<file path="src/rtl/load_align_unit.sv">
// load_align_unit: handshaked RISC-V load unit, one load in flight at a time.
// Define LOAD_MISALIGN_SPLIT_EN to split boundary-crossing loads into two reads.
module load_align_unit #(
  parameter int XLEN  = 32,
  parameter int TAG_W = 5
) (
  input  logic             i_clk,
  input  logic             i_reset,
  input  logic             i_req_valid,
  output logic             o_req_ready,
  input  logic [XLEN-1:0]  i_req_addr,
  input  logic [2:0]       i_req_funct3,
  input  logic [TAG_W-1:0] i_req_tag,
  output logic             o_mem_req,
  output logic [XLEN-1:0]  o_mem_addr,
  input  logic             i_mem_ack,
  input  logic [XLEN-1:0]  i_mem_rdata,
  output logic             o_rsp_valid,
  input  logic             i_rsp_ready,
  output logic [XLEN-1:0]  o_rsp_data,
  output logic [TAG_W-1:0] o_rsp_tag,
  output logic             o_rsp_err
);

  localparam int NB = XLEN / 8;
  localparam int K  = $clog2(NB);

`ifdef LOAD_MISALIGN_SPLIT_EN
  typedef enum logic [1:0] {IDLE, RD0, RD1, RESP} state_e;
`else
  typedef enum logic [1:0] {IDLE, RD0, RESP} state_e;
`endif

  state_e           state_q;
  logic [K-1:0]     off_q;
  logic [2:0]       f3_q;
  logic             mem_req_q;
  logic [XLEN-1:0]  mem_addr_q;
  logic             rsp_valid_q;
  logic [XLEN-1:0]  rsp_data_q;
  logic [TAG_W-1:0] rsp_tag_q;
  logic             rsp_err_q;

  function automatic logic [3:0] size_of(input logic [2:0] f3);
    return 4'd1 << f3[1:0];
  endfunction

  function automatic logic legal(input logic [2:0] f3);
    logic ok;
    ok = 1'b0;
    unique case (f3)
      3'b000, 3'b001, 3'b010,
      3'b100, 3'b101: ok = 1'b1;
      3'b011, 3'b110: ok = (XLEN == 64);
      default:        ok = 1'b0;
    endcase
    return ok;
  endfunction

  function automatic logic [XLEN-1:0] extend(
    input logic [XLEN-1:0] v,
    input logic [2:0]      f3
  );
    logic [XLEN-1:0] r;
    r = v;
    unique case (f3)
      3'b000:  r = XLEN'($signed(v[7:0]));
      3'b001:  r = XLEN'($signed(v[15:0]));
      3'b010:  r = XLEN'($signed(v[31:0]));
      3'b100:  r = XLEN'(v[7:0]);
      3'b101:  r = XLEN'(v[15:0]);
      3'b110:  r = XLEN'(v[31:0]);
      default: r = v;
    endcase
    return r;
  endfunction

  logic [K-1:0]    req_off;
  logic            req_bad;
  logic [XLEN-1:0] req_aligned;
  logic [XLEN-1:0] lo_sel;
  logic [XLEN-1:0] raw;
  logic [K+2:0]    shamt;

  assign req_off     = i_req_addr[K-1:0];
  assign req_aligned = i_req_addr & ~XLEN'(NB - 1);
  assign shamt       = {off_q, 3'b000};

`ifdef LOAD_MISALIGN_SPLIT_EN
  logic [XLEN-1:0] beat0_q;
  logic [3:0]      cur_size;
  logic            cross;

  assign req_bad  = !legal(i_req_funct3);
  assign cur_size = size_of(f3_q);
  assign cross    = (5'(off_q) + 5'(cur_size)) > 5'(NB);
  // Low bytes of a split load come from the first beat.
  assign lo_sel   = (state_q == RD1) ? beat0_q : i_mem_rdata;
`else
  logic [3:0] req_size;

  assign req_size = size_of(i_req_funct3);
  assign req_bad  = !legal(i_req_funct3) ||
                    ((4'(req_off) & (req_size - 4'd1)) != 4'd0);
  assign lo_sel   = i_mem_rdata;
`endif

  assign raw = XLEN'({i_mem_rdata, lo_sel} >> shamt);

  always_ff @(posedge i_clk) begin
    if (i_reset) begin
      state_q     <= IDLE;
      off_q       <= '0;
      f3_q        <= '0;
      mem_req_q   <= 1'b0;
      mem_addr_q  <= '0;
      rsp_valid_q <= 1'b0;
      rsp_data_q  <= '0;
      rsp_tag_q   <= '0;
      rsp_err_q   <= 1'b0;
`ifdef LOAD_MISALIGN_SPLIT_EN
      beat0_q     <= '0;
`endif
    end else begin
      unique case (state_q)
        IDLE: begin
          if (i_req_valid) begin
            off_q      <= req_off;
            f3_q       <= i_req_funct3;
            rsp_tag_q  <= i_req_tag;
            rsp_data_q <= '0;
            rsp_err_q  <= req_bad;
            if (req_bad) begin
              rsp_valid_q <= 1'b1;
              state_q     <= RESP;
            end else begin
              mem_req_q  <= 1'b1;
              mem_addr_q <= req_aligned;
              state_q    <= RD0;
            end
          end
        end
        RD0: begin
          if (i_mem_ack) begin
`ifdef LOAD_MISALIGN_SPLIT_EN
            if (cross) begin
              beat0_q    <= i_mem_rdata;
              mem_addr_q <= mem_addr_q + XLEN'(NB);
              state_q    <= RD1;
            end else
`endif
            begin
              mem_req_q   <= 1'b0;
              rsp_valid_q <= 1'b1;
              rsp_data_q  <= extend(raw, f3_q);
              state_q     <= RESP;
            end
          end
        end
`ifdef LOAD_MISALIGN_SPLIT_EN
        RD1: begin
          if (i_mem_ack) begin
            mem_req_q   <= 1'b0;
            rsp_valid_q <= 1'b1;
            rsp_data_q  <= extend(raw, f3_q);
            state_q     <= RESP;
          end
        end
`endif
        RESP: begin
          if (i_rsp_ready) begin
            rsp_valid_q <= 1'b0;
            state_q     <= IDLE;
          end
        end
        default: state_q <= IDLE;
      endcase
    end
  end

  assign o_req_ready = (state_q == IDLE);
  assign o_mem_req   = mem_req_q;
  assign o_mem_addr  = mem_addr_q;
  assign o_rsp_valid = rsp_valid_q;
  assign o_rsp_data  = rsp_data_q;
  assign o_rsp_tag   = rsp_tag_q;
  assign o_rsp_err   = rsp_err_q;

endmodule

</file>
<file path="config.mk">
export PLATFORM = sky130hd
export DESIGN_NAME = load_align_unit
export DESIGN_NICKNAME = d
export VERILOG_FILES = /design/src/rtl/load_align_unit.sv
export SDC_FILE = /design/constraint.sdc
export NUM_CORES = 1
export LEC_CHECK = 0
export BUFFER_PORTS_ARGS = -buffer_cell sky130_fd_sc_hd__clkbuf_2
export CAP_MARGIN = 30
export CORE_UTILIZATION = 48
export DETAILED_ROUTE_END_ITERATION = 16
export HOLD_SLACK_MARGIN = 0.15
export PLACE_DENSITY = 0.91
export SYNTH_ARGS = -nofsm -noshare
export SYNTH_HDL_FRONTEND = slang
export SYNTH_SLANG_ARGS = --single-unit
</file>
<file path="constraint.sdc">
create_clock -name i_clk -period 1.9 [get_ports i_clk]
set_clock_uncertainty 0.15 [all_clocks]
set_input_delay 0.095 -clock i_clk [delete_from_list [all_inputs] [get_ports i_clk]]
set_output_delay 0.095 -clock i_clk [all_outputs]
set_load 0.1 [all_outputs]
</file>
==> impl_metrics.ini, run 1 <==
[synthesis]
synth_edf_count = 0
syn_avg_cell_area_um2 = 9.72
syn_area_um2 = 3630
yosysWarnings = 0
synthCells = 373
synthArstFlopShare_pct = 0
yosys_register_bits = 77
yosys_most_used_dff = dfxtp_1
synth.distinct_cells = 36
ys_seq_area_share_pct = 42.5

[timing]
finalSetupTns_ns = 0
layout_min_cycle_time_ns = 1.79
rsz0062_at_grt = no
slew_viol_final = 0
slew_headroom_pct = 61.7
tightest_slew_ns = 0.573
finalHoldViolCount = 0
fmax_ghz = 0.560
setup_viol = 0
period_share_pct = 94.0

[finish]
area_growth_pct = 48.4
final_common_cell = clkbuf_2
fin_cells = 689
fin_nets = 661
layout-drive-gt1-share_pct = 36.2
final_cell_mix = clkbuf_2 (147), nand2_1 (87), dlygate4sd3_1 (76), dfxtp_1 (75), a21oi_1 (67)

[critical_path]
worstPathRequired_ns = 2.00
endpoint_kind = flop
crit_start = i_req_addr[0]
cp_max_fo = 22
crit-reg2reg-launch = off_q[0]
cp_data_arrival_time_ns = 1.89
critPathKind = primary input to flop
cp-start-kind = primary input

[drt]
wl_um = 12700
route.detailed.drc = 0
wl_per_cell_um = 18.5
ant_nets = 0
initialDrtViolationCount = 344
drt-pass1-iter-count = 5
vias = 4027
routed_via_density = 5.84

[pwr]
p_leak_nw = 2.22
p_per_area_nw_per_um2 = 762
peakVddDrop_mv = 0.426

[floorplanning]
initial_core_util_pct = 49.7
die_x_um = 88.9
dieHeight_um = 88.9
row_count = 31
dieArea_um2 = 7910
fp.coreArea_um2 = 7290
num_io_pins = 150

[cts]
clk_transition_reported_paths_ns = 0.08
cts.sinks = 77
clkLatencyLatePin_ns = 0.34
numCtsBuffers = 9
root_buffer = clkbuf_8
h-tree-depth = 3
cts_tree = yes
cts_buffer_depth = 2

[place]
gp_congestion = 0.837
dp_hpwl_um = 7100
dp_cells = 596
io_buffers = 147

[status]
status = completed

[global_routing]
grt_remaining_overflow = 0
grt_pass1_wl_um = 18200
grt_max_degree = 39
grt_usage_pct = 31.3
first_global_vias = 3840
antenna_found_initial = 1

[hold_path]
min_from = o_rsp_tag[3]
hold_class = flop to flop

[run]
drv_cap = 0
-- flip-flops by register name, indices dropped and copies added (netlist names) --
signal       count
o_mem_req        1
f3_q             3
off_q            2
state_q          2
o_rsp_err        1
o_rsp_data      32
o_rsp_tag        5
o_mem_addr      30
o_rsp_valid      1
-- logic make-up (layout without fill, tap and decap cells) --
logic type,Yosys count,after routing,synth area share [%]
AO/OA/AOI/OAI,106,106,17.8
buffers and inverters,38,253,6.04
flip-flops,77,77,42.5
multiplexers,35,35,19.7
AND/OR/NAND/NOR,116,116,13.9
other,1,3,0.103
-- where the power goes --
group          internal [W]  total (W)  switching, W
combinational      0.000425    0.00127      0.000840
sequential          0.00168    0.00174     0.0000535
clock              0.000478    0.00110      0.000623
total               0.00259    0.00410       0.00152
-- cell usage after synthesis (2+ instances only) --
master / instances / area [µm²]
buf_6: 5 / 56.3
a21oi_1: 67 / 335
o2bb2ai_1: 8 / 70.1
nor2_1: 11 / 41.3
mux2i_1: 6 / 60.1
nor4_1: 2 / 12.5
nand2b_1: 3 / 18.8
mux4_2: 29 / 653
nand2_1: 87 / 327
nand3b_1: 2 / 15.0
nor3_1: 2 / 10.0
a22oi_1: 23 / 173
dfxtp_1: 77 / 1540
clkbuf_1: 14 / 52.6
buf_4: 7 / 52.6
buf_2: 10 / 50.1
-- worst paths after layout --
check / cells after the start / to / slack [ns]
setup reg to reg: 4 / o_rsp_data[20] / 0.14
hold reg to reg: 2 / o_rsp_tag[3] / 0.31
hold / removal: 2 / o_rsp_tag[3] / 0.31
setup / recovery: 7 / o_mem_addr[6] / 0.11
-- cell type report --
| type | instances | area (µm²) |
|---|---|---|
| antenna | 1 | 2.50 |
| clock buffer | 11 | 131 |
| clock inverter | 5 | 36.3 |
| fill | 489 | 1910 |
| inverter | 1 | 3.75 |
| multi-input combinational | 259 | 1890 |
| sequential | 77 | 1550 |
| tap | 99 | 124 |
| timing repair buffer | 236 | 1650 |
-- stage by stage --
step / area (µm²) / util [%] / hold slack, ns / power (W) / setup WS [ns]
after floorplan: 3640 / - / 0.0810 / 0.00262 / 0.211
after detailed placement: 4440 / 60.9 / 0.175 / 0.00287 / 0.141
after global routing: 5380 / 73.8 / 0.325 / 0.00424 / 0.00333
after global placement: 4430 / 60.7 / 0.168 / 0.00284 / 0.188
final: 5380 / 73.8 / 0.312 / 0.00410 / 0.114
after CTS: 5370 / 73.7 / 0.311 / 0.00405 / 0.0948
-- worst max-delay path, cell delays in order --
cell and delay (ns):
dlygate4sd3_1 0.53, clkbuf_2 0.14, a21oi_1 0.11, o21ai_2 0.44, buf_8 0.24, nand2_1 0.09, a21oi_1 0.23
-- what timing repair did --
item	4_1_cts	5_1_grt
hold buffers	76	0
endpoints found under the hold margin	55	0
setup endpoints to repair	0	29
resized for setup	0	2
buffers inserted	0	0
-- routing by layer --
layer  vias up  part of all wire [%]  global-route usage, %
met5         -                     0                      0
met4         0                   5.6                   22.4
met3        81                    10                   10.1
met2       301                    49                   52.9
met1      1874                    36                   33.0
li1       1771                     -                      -
Note: power is estimated with default switching activity, not from simulation.
==> run 2: changes to the inputs <==
SETUP_SLACK_MARGIN = 0.3   (was default)
==> run 2 against run 1 <==
Net effect: count of clock-buffer cells in the layout up 1; final cell count up 5.4%; register-to-register slack worse by 0.14 ns; clock power up 15%; global-route usage up 3.7 points; core utilization up 13 points; wire length up 38%; non-clock buffer count up 36; final area up 18%; sequential power about the same; critical path depth down 3; critical path type is now flop to flop; largest power group unchanged.
==> impl_metrics.ini, run 2 (synthesis gave the netlist of run 1 again) <==
[drt]
route.detailed.drc = 0
vias = 4561
initialDrtViolationCount = 553
wl_per_cell_um = 24.2
drt-pass1-iter-count = 6
wl_um = 17600
ant_nets = 0
routed_via_density = 6.28

[finish]
largest_reg_flops = 32
final_common_cell = clkbuf_2
nFillCells = 311
layout-drive-gt1-share_pct = 51.9
area_growth_pct = 74.5
fin_nets = 698
final_cell_mix = clkbuf_2 (146), dlygate4sd3_1 (76), dfxtp_1 (73), nand2_1 (59), a21oi_1 (37)
fin_cells = 726

[hold_path]
hold_class = primary input to flop
holdPathStages = 4
holdPathEnd = o_mem_req
min_from = i_mem_ack

[place]
dp_cells = 596
dp_hpwl_um = 7150
io_buffers = 147
gp_congestion = 0.826

[floorplanning]
num_io_pins = 150
fp.coreArea_um2 = 7290
row_count = 31
dieArea_um2 = 7910
die_x_um = 88.9
initial_core_util_pct = 49.7
dieHeight_um = 88.9

[global_routing]
grt_pass1_wl_um = 20300
grt_max_degree = 49
grt_remaining_overflow = 0
grt_usage_pct = 34.9
first_global_vias = 3966
antenna_found_initial = 0

[pwr]
pwr-share-clk_pct = 27.1
peakVddDrop_mv = 0.529
p_sw_share_pct = 36.7
p_leak_nw = 2.61
p_sw_w = 0.00170
p_seq_share_pct = 37.9
combPwrFrac_pct = 34.9
internal_power_w = 0.00293
p_per_area_nw_per_um2 = 731

[timing]
period_share_pct = 99.9
layout_min_cycle_time_ns = 1.90
finalHoldViolCount = 0
finalSetupTns_ns = 0
slew_viol_final = 0
tightest_slew_ns = 0.835
fmax_ghz = 0.527
rsz0062_at_grt = yes
slew_headroom_pct = 43.8
setup_viol = 0

[critical_path]
crit-reg2reg-launch = off_q[0]
rrSetupSlack_ns = 0.002
cp_max_fo = 8
r2r-end = o_rsp_data[13]
endpoint_kind = flop
reg2regPathDepth = 4
cp_data_arrival_time_ns = 2.02
critPathKind = flop to flop
cp-start-kind = flop
worstPathRequired_ns = 2.02

[cts]
clk_transition_reported_paths_ns = 0.09
cts_tree = yes
numCtsBuffers = 9
h-tree-depth = 3
root_buffer = clkbuf_8
cts.sinks = 77
clkLatencyLatePin_ns = 0.35
cts_buffer_depth = 2

[status]
status = completed

[run]
drv_cap = 0
[run 2: cell count changes in the layout (fill, tap and decap cells not counted), moves of 4 or more]
| cell | delta |
|---|---|
| a21oi_1 | -30 |
| a21oi_2 | +30 |
| a22oi_1 | -6 |
| a22oi_2 | +6 |
| buf_4 | +13 |
| buf_6 | +12 |
| clkbuf_16 | +6 |
| mux2i_1 | -4 |
| nand2_1 | -28 |
| nand2_2 | +7 |
| nand2_4 | +21 |
[run 2: through the flow]
stage               utilization (%)  hold slack, ns  worst slack, ns  instance area, µm²  total power [W]
floorplan                         -          0.0810            0.288                3660          0.00263
global placement               60.6           0.169            0.191                4420          0.00284
detailed placement             60.8           0.174            0.130                4430          0.00288
CTS                            77.4           0.210            0.222                5640          0.00430
global route                   86.7           0.278          -0.0287                6320          0.00474
finish                         86.8           0.249          0.00222                6330          0.00463
[run 2: critical path, cell delays in order (launching register included)]
cell	delay, ns
dfxtp_4	0.41
mux4_2	0.37
nor3b_4	0.52
a21oi_1	0.16
o2bb2ai_1	0.22
[run 2: layout make-up]
| class | instances | area [µm²] | share of cell area (%) |
|---|---|---|---|
| flip-flops and latches | 77 | 1550 | 24.6 |
| clock inverters | 4 | 47.5 | 0.752 |
| diodes | 1 | 2.50 | 0.0396 |
| inverters | 1 | 3.75 | 0.0593 |
| multi-input cells | 260 | 2280 | 36.1 |
| clock buffers | 12 | 145 | 2.29 |
| repair buffers | 272 | 2160 | 34.2 |
| well taps | 99 | 124 | 1.96 |
[run 2: how the worst max path moves through the flow]
stage / startpoint / to / slack, ns / depth (start not counted)
after floorplan: state_q[0] / o_rsp_err / 0.29 / 6
after global placement: off_q[0] / o_rsp_data[17] / 0.19 / 4
after detailed placement: off_q[0] / o_rsp_data[17] / 0.13 / 4
after CTS: off_q[0] / o_rsp_data[15] / 0.22 / 4
after global routing: off_q[0] / o_rsp_data[13] / -0.03 / 4
final: off_q[0] / o_rsp_data[13] / 0.002 / 4
[run 2: metal layers]
layer  vias up  track usage, %  share of wire (%)
li1       1856               -                  -
met1      2129            38.1                 34
met2       456            60.8                 47
met3       120            9.42                 13
met4         0            21.4                6.3
met5         -               0                  0
[run 2: repair_timing]
item,CTS,global route
pin swaps,6,55
endpoints found under the setup margin,60,73
resized for setup,16,106
hold buffers,76,0
hold endpoints to repair,75,0
buffers inserted,14,12
gates cloned,3,8
[run 2: power groups by stage]
stage / Combinational [W] / Clock, W / Sequential (W)
2_1_floorplan: 0.000459 / 0 / 0.00217
3_3_place_gp: 0.00108 / 0 / 0.00176
3_5_place_dp: 0.00111 / 0 / 0.00177
4_1_cts: 0.00133 / 0.00124 / 0.00173
5_1_grt: 0.00166 / 0.00132 / 0.00176
6_report: 0.00162 / 0.00126 / 0.00176
==> run 3: changes to the inputs <==
CELL_PAD_IN_SITES_DETAIL_PLACEMENT = 1   (was default)
CELL_PAD_IN_SITES_GLOBAL_PLACEMENT = 2   (was default)
CORE_UTILIZATION = 28   (was 48)
==> run 3 against run 2 <==
Net effect: first-iteration DRC count is 37% lower; largest power group is now clock; final cell count is 7.9% higher; global-route usage is 13 points lower; critical endpoint is now o_rsp_data[15]; critical path type unchanged; combinational power is 9.9% lower; highest routed layer unchanged.
==> impl_metrics.ini, run 3 (synthesis gave the netlist of run 1 again) <==
[status]
status = completed

[pwr]
p_leak_nw = 2.48
peakVddDrop_mv = 0.343
finalPower_w = 0.00510
p_per_area_nw_per_um2 = 838

[timing]
fmax_ghz = 0.546
finalSetupTns_ns = 0
rsz0062_at_grt = yes
slew_viol_final = 0
layout_min_cycle_time_ns = 1.83
setup_viol = 0
finalHoldViolCount = 0
slew_headroom_pct = 60.2
tightest_slew_ns = 0.599
period_share_pct = 96.4

[place]
dp_hpwl_um = 8340
io_buffers = 147
gp_congestion = 0.851

[global_routing]
grt_remaining_overflow = 0
antenna_found_initial = 0
grt_pass1_wl_um = 22000
grt_util_met1_pct = 25.3
grt_use_met2_pct = 38.7
first_global_vias = 4209
grtUsageMet3_pct = 4.24
grt_max_degree = 41
grt-busiest-layer = met2
grt_usage_pct = 21.9

[finish]
layout-drive-gt1-share_pct = 43.1
final_common_cell = clkbuf_2
largest_reg_flops = 32
final_cell_mix = clkbuf_2 (146), nand2_1 (86), dfxtp_1 (74), dlygate4sd3_1 (73), a21oi_1 (60)
fin_nets = 682
area_growth_pct = 67.8

[cts]
root_buffer = clkbuf_16
h-tree-depth = 3
cts_buffer_depth = 2
numCtsBuffers = 9
clkLatencyLatePin_ns = 0.34
cts_tree = yes
cts.sinks = 77
clk_transition_reported_paths_ns = 0.06

[critical_path]
critPathKind = flop to flop
cp_data_arrival_time_ns = 1.90
worstPathRequired_ns = 1.97
cp-start-kind = flop
rrSetupSlack_ns = 0.07
cp_max_fo = 7
endpoint_kind = flop

[hold_path]
hold_class = primary input to flop

[floorplanning]
row_count = 41
die_x_um = 116
num_io_pins = 150
fp.coreArea_um2 = 12600
dieArea_um2 = 13400
dieHeight_um = 116
initial_core_util_pct = 28.7

[drt]
ant_nets = 0
routed_via_density = 5.03
wl_um = 15000
drt-pass1-iter-count = 4
wl_per_cell_um = 19.2
vias = 3938
route.detailed.drc = 0
initialDrtViolationCount = 351

[run]
drv_cap = 0
## run 3: cell types whose count changed in the layout (fill, tap and decap cells not counted), moves of 2 or more
cell	before	now
clkinv_2	2	0
a21oi_1	37	60
a21oi_4	0	3
nand2_2	7	1
clkbuf_16	6	11
buf_6	12	7
clkbuf_8	10	2
a21oi_2	30	4
nand2_4	21	0
dfxtp_4	3	1
dlygate4sd3_1	76	73
nand2_1	59	86
## run 3: path summary, 6_finish.rpt
kind	start	depth (start not counted)	to
worst max register to register	off_q[0]	5	o_rsp_data[15]
worst max-delay path	off_q[0]	5	o_rsp_data[15]
worst min register to register	o_mem_addr[16]	2	o_mem_addr[16]
worst min-delay path	i_mem_rdata[30]	4	o_rsp_data[6]
## run 3: through the flow
stage / cells / worst slack (ns) / util [%] / instance area, µm² / hold slack, ns
floorplan: 374 / 0.288 / - / 3660 / 0.0810
global placement: 671 / 0.0911 / 36.0 / 4540 / 0.169
detailed placement: 672 / 0.104 / 36.1 / 4560 / 0.177
CTS: 772 / 0.215 / 45.9 / 5790 / 0.156
global route: 782 / 0.0369 / 48.2 / 6080 / 0.171
finish: 783 / 0.0691 / 48.2 / 6080 / 0.169
## run 3: layer usage
metal / share of wire, % / wire length, µm
met3: 5.6 / 848
met1: 39 / 5890
met2: 52 / 7780
met4: 3.3 / 488
met5: 0 / 0
## run 3: repair_timing
action	4_1_cts	5_1_grt
pin swaps	11	8
hold endpoints to repair	59	0
buffers inserted	9	8
resized for setup	13	37
gates cloned	2	2
hold buffers	73	0
setup endpoints to repair	31	67
## run 3: critical path: stages (launching register included)
cell,delay [ns]
dfxtp_4,0.41
mux4_2,0.57
nor3b_4,0.20
buf_6,0.15
a31oi_4,0.16
o2bb2ai_2,0.07
## run 3: power by group
group | switching (W) | total (W) | internal, W
registers | 0.0000558 | 0.00174 | 0.00168
clock network | 0.000672 | 0.00190 | 0.00122
logic | 0.000927 | 0.00146 | 0.000533
total | 0.00166 | 0.00510 | 0.00344
## run 3: final cells by class
| type | instances | area, µm² |
|---|---|---|
| Inverter | 1 | 3.75 |
| Sequential cell | 77 | 1550 |
| Clock buffer | 13 | 260 |
| Multi-Input combinational cell | 259 | 2060 |
| Timing Repair Buffer | 257 | 1930 |
| Tap cell | 172 | 215 |
| Fill cell | 1448 | 6540 |
| Antenna cell | 1 | 2.50 |
| Clock inverter | 3 | 67.6 |
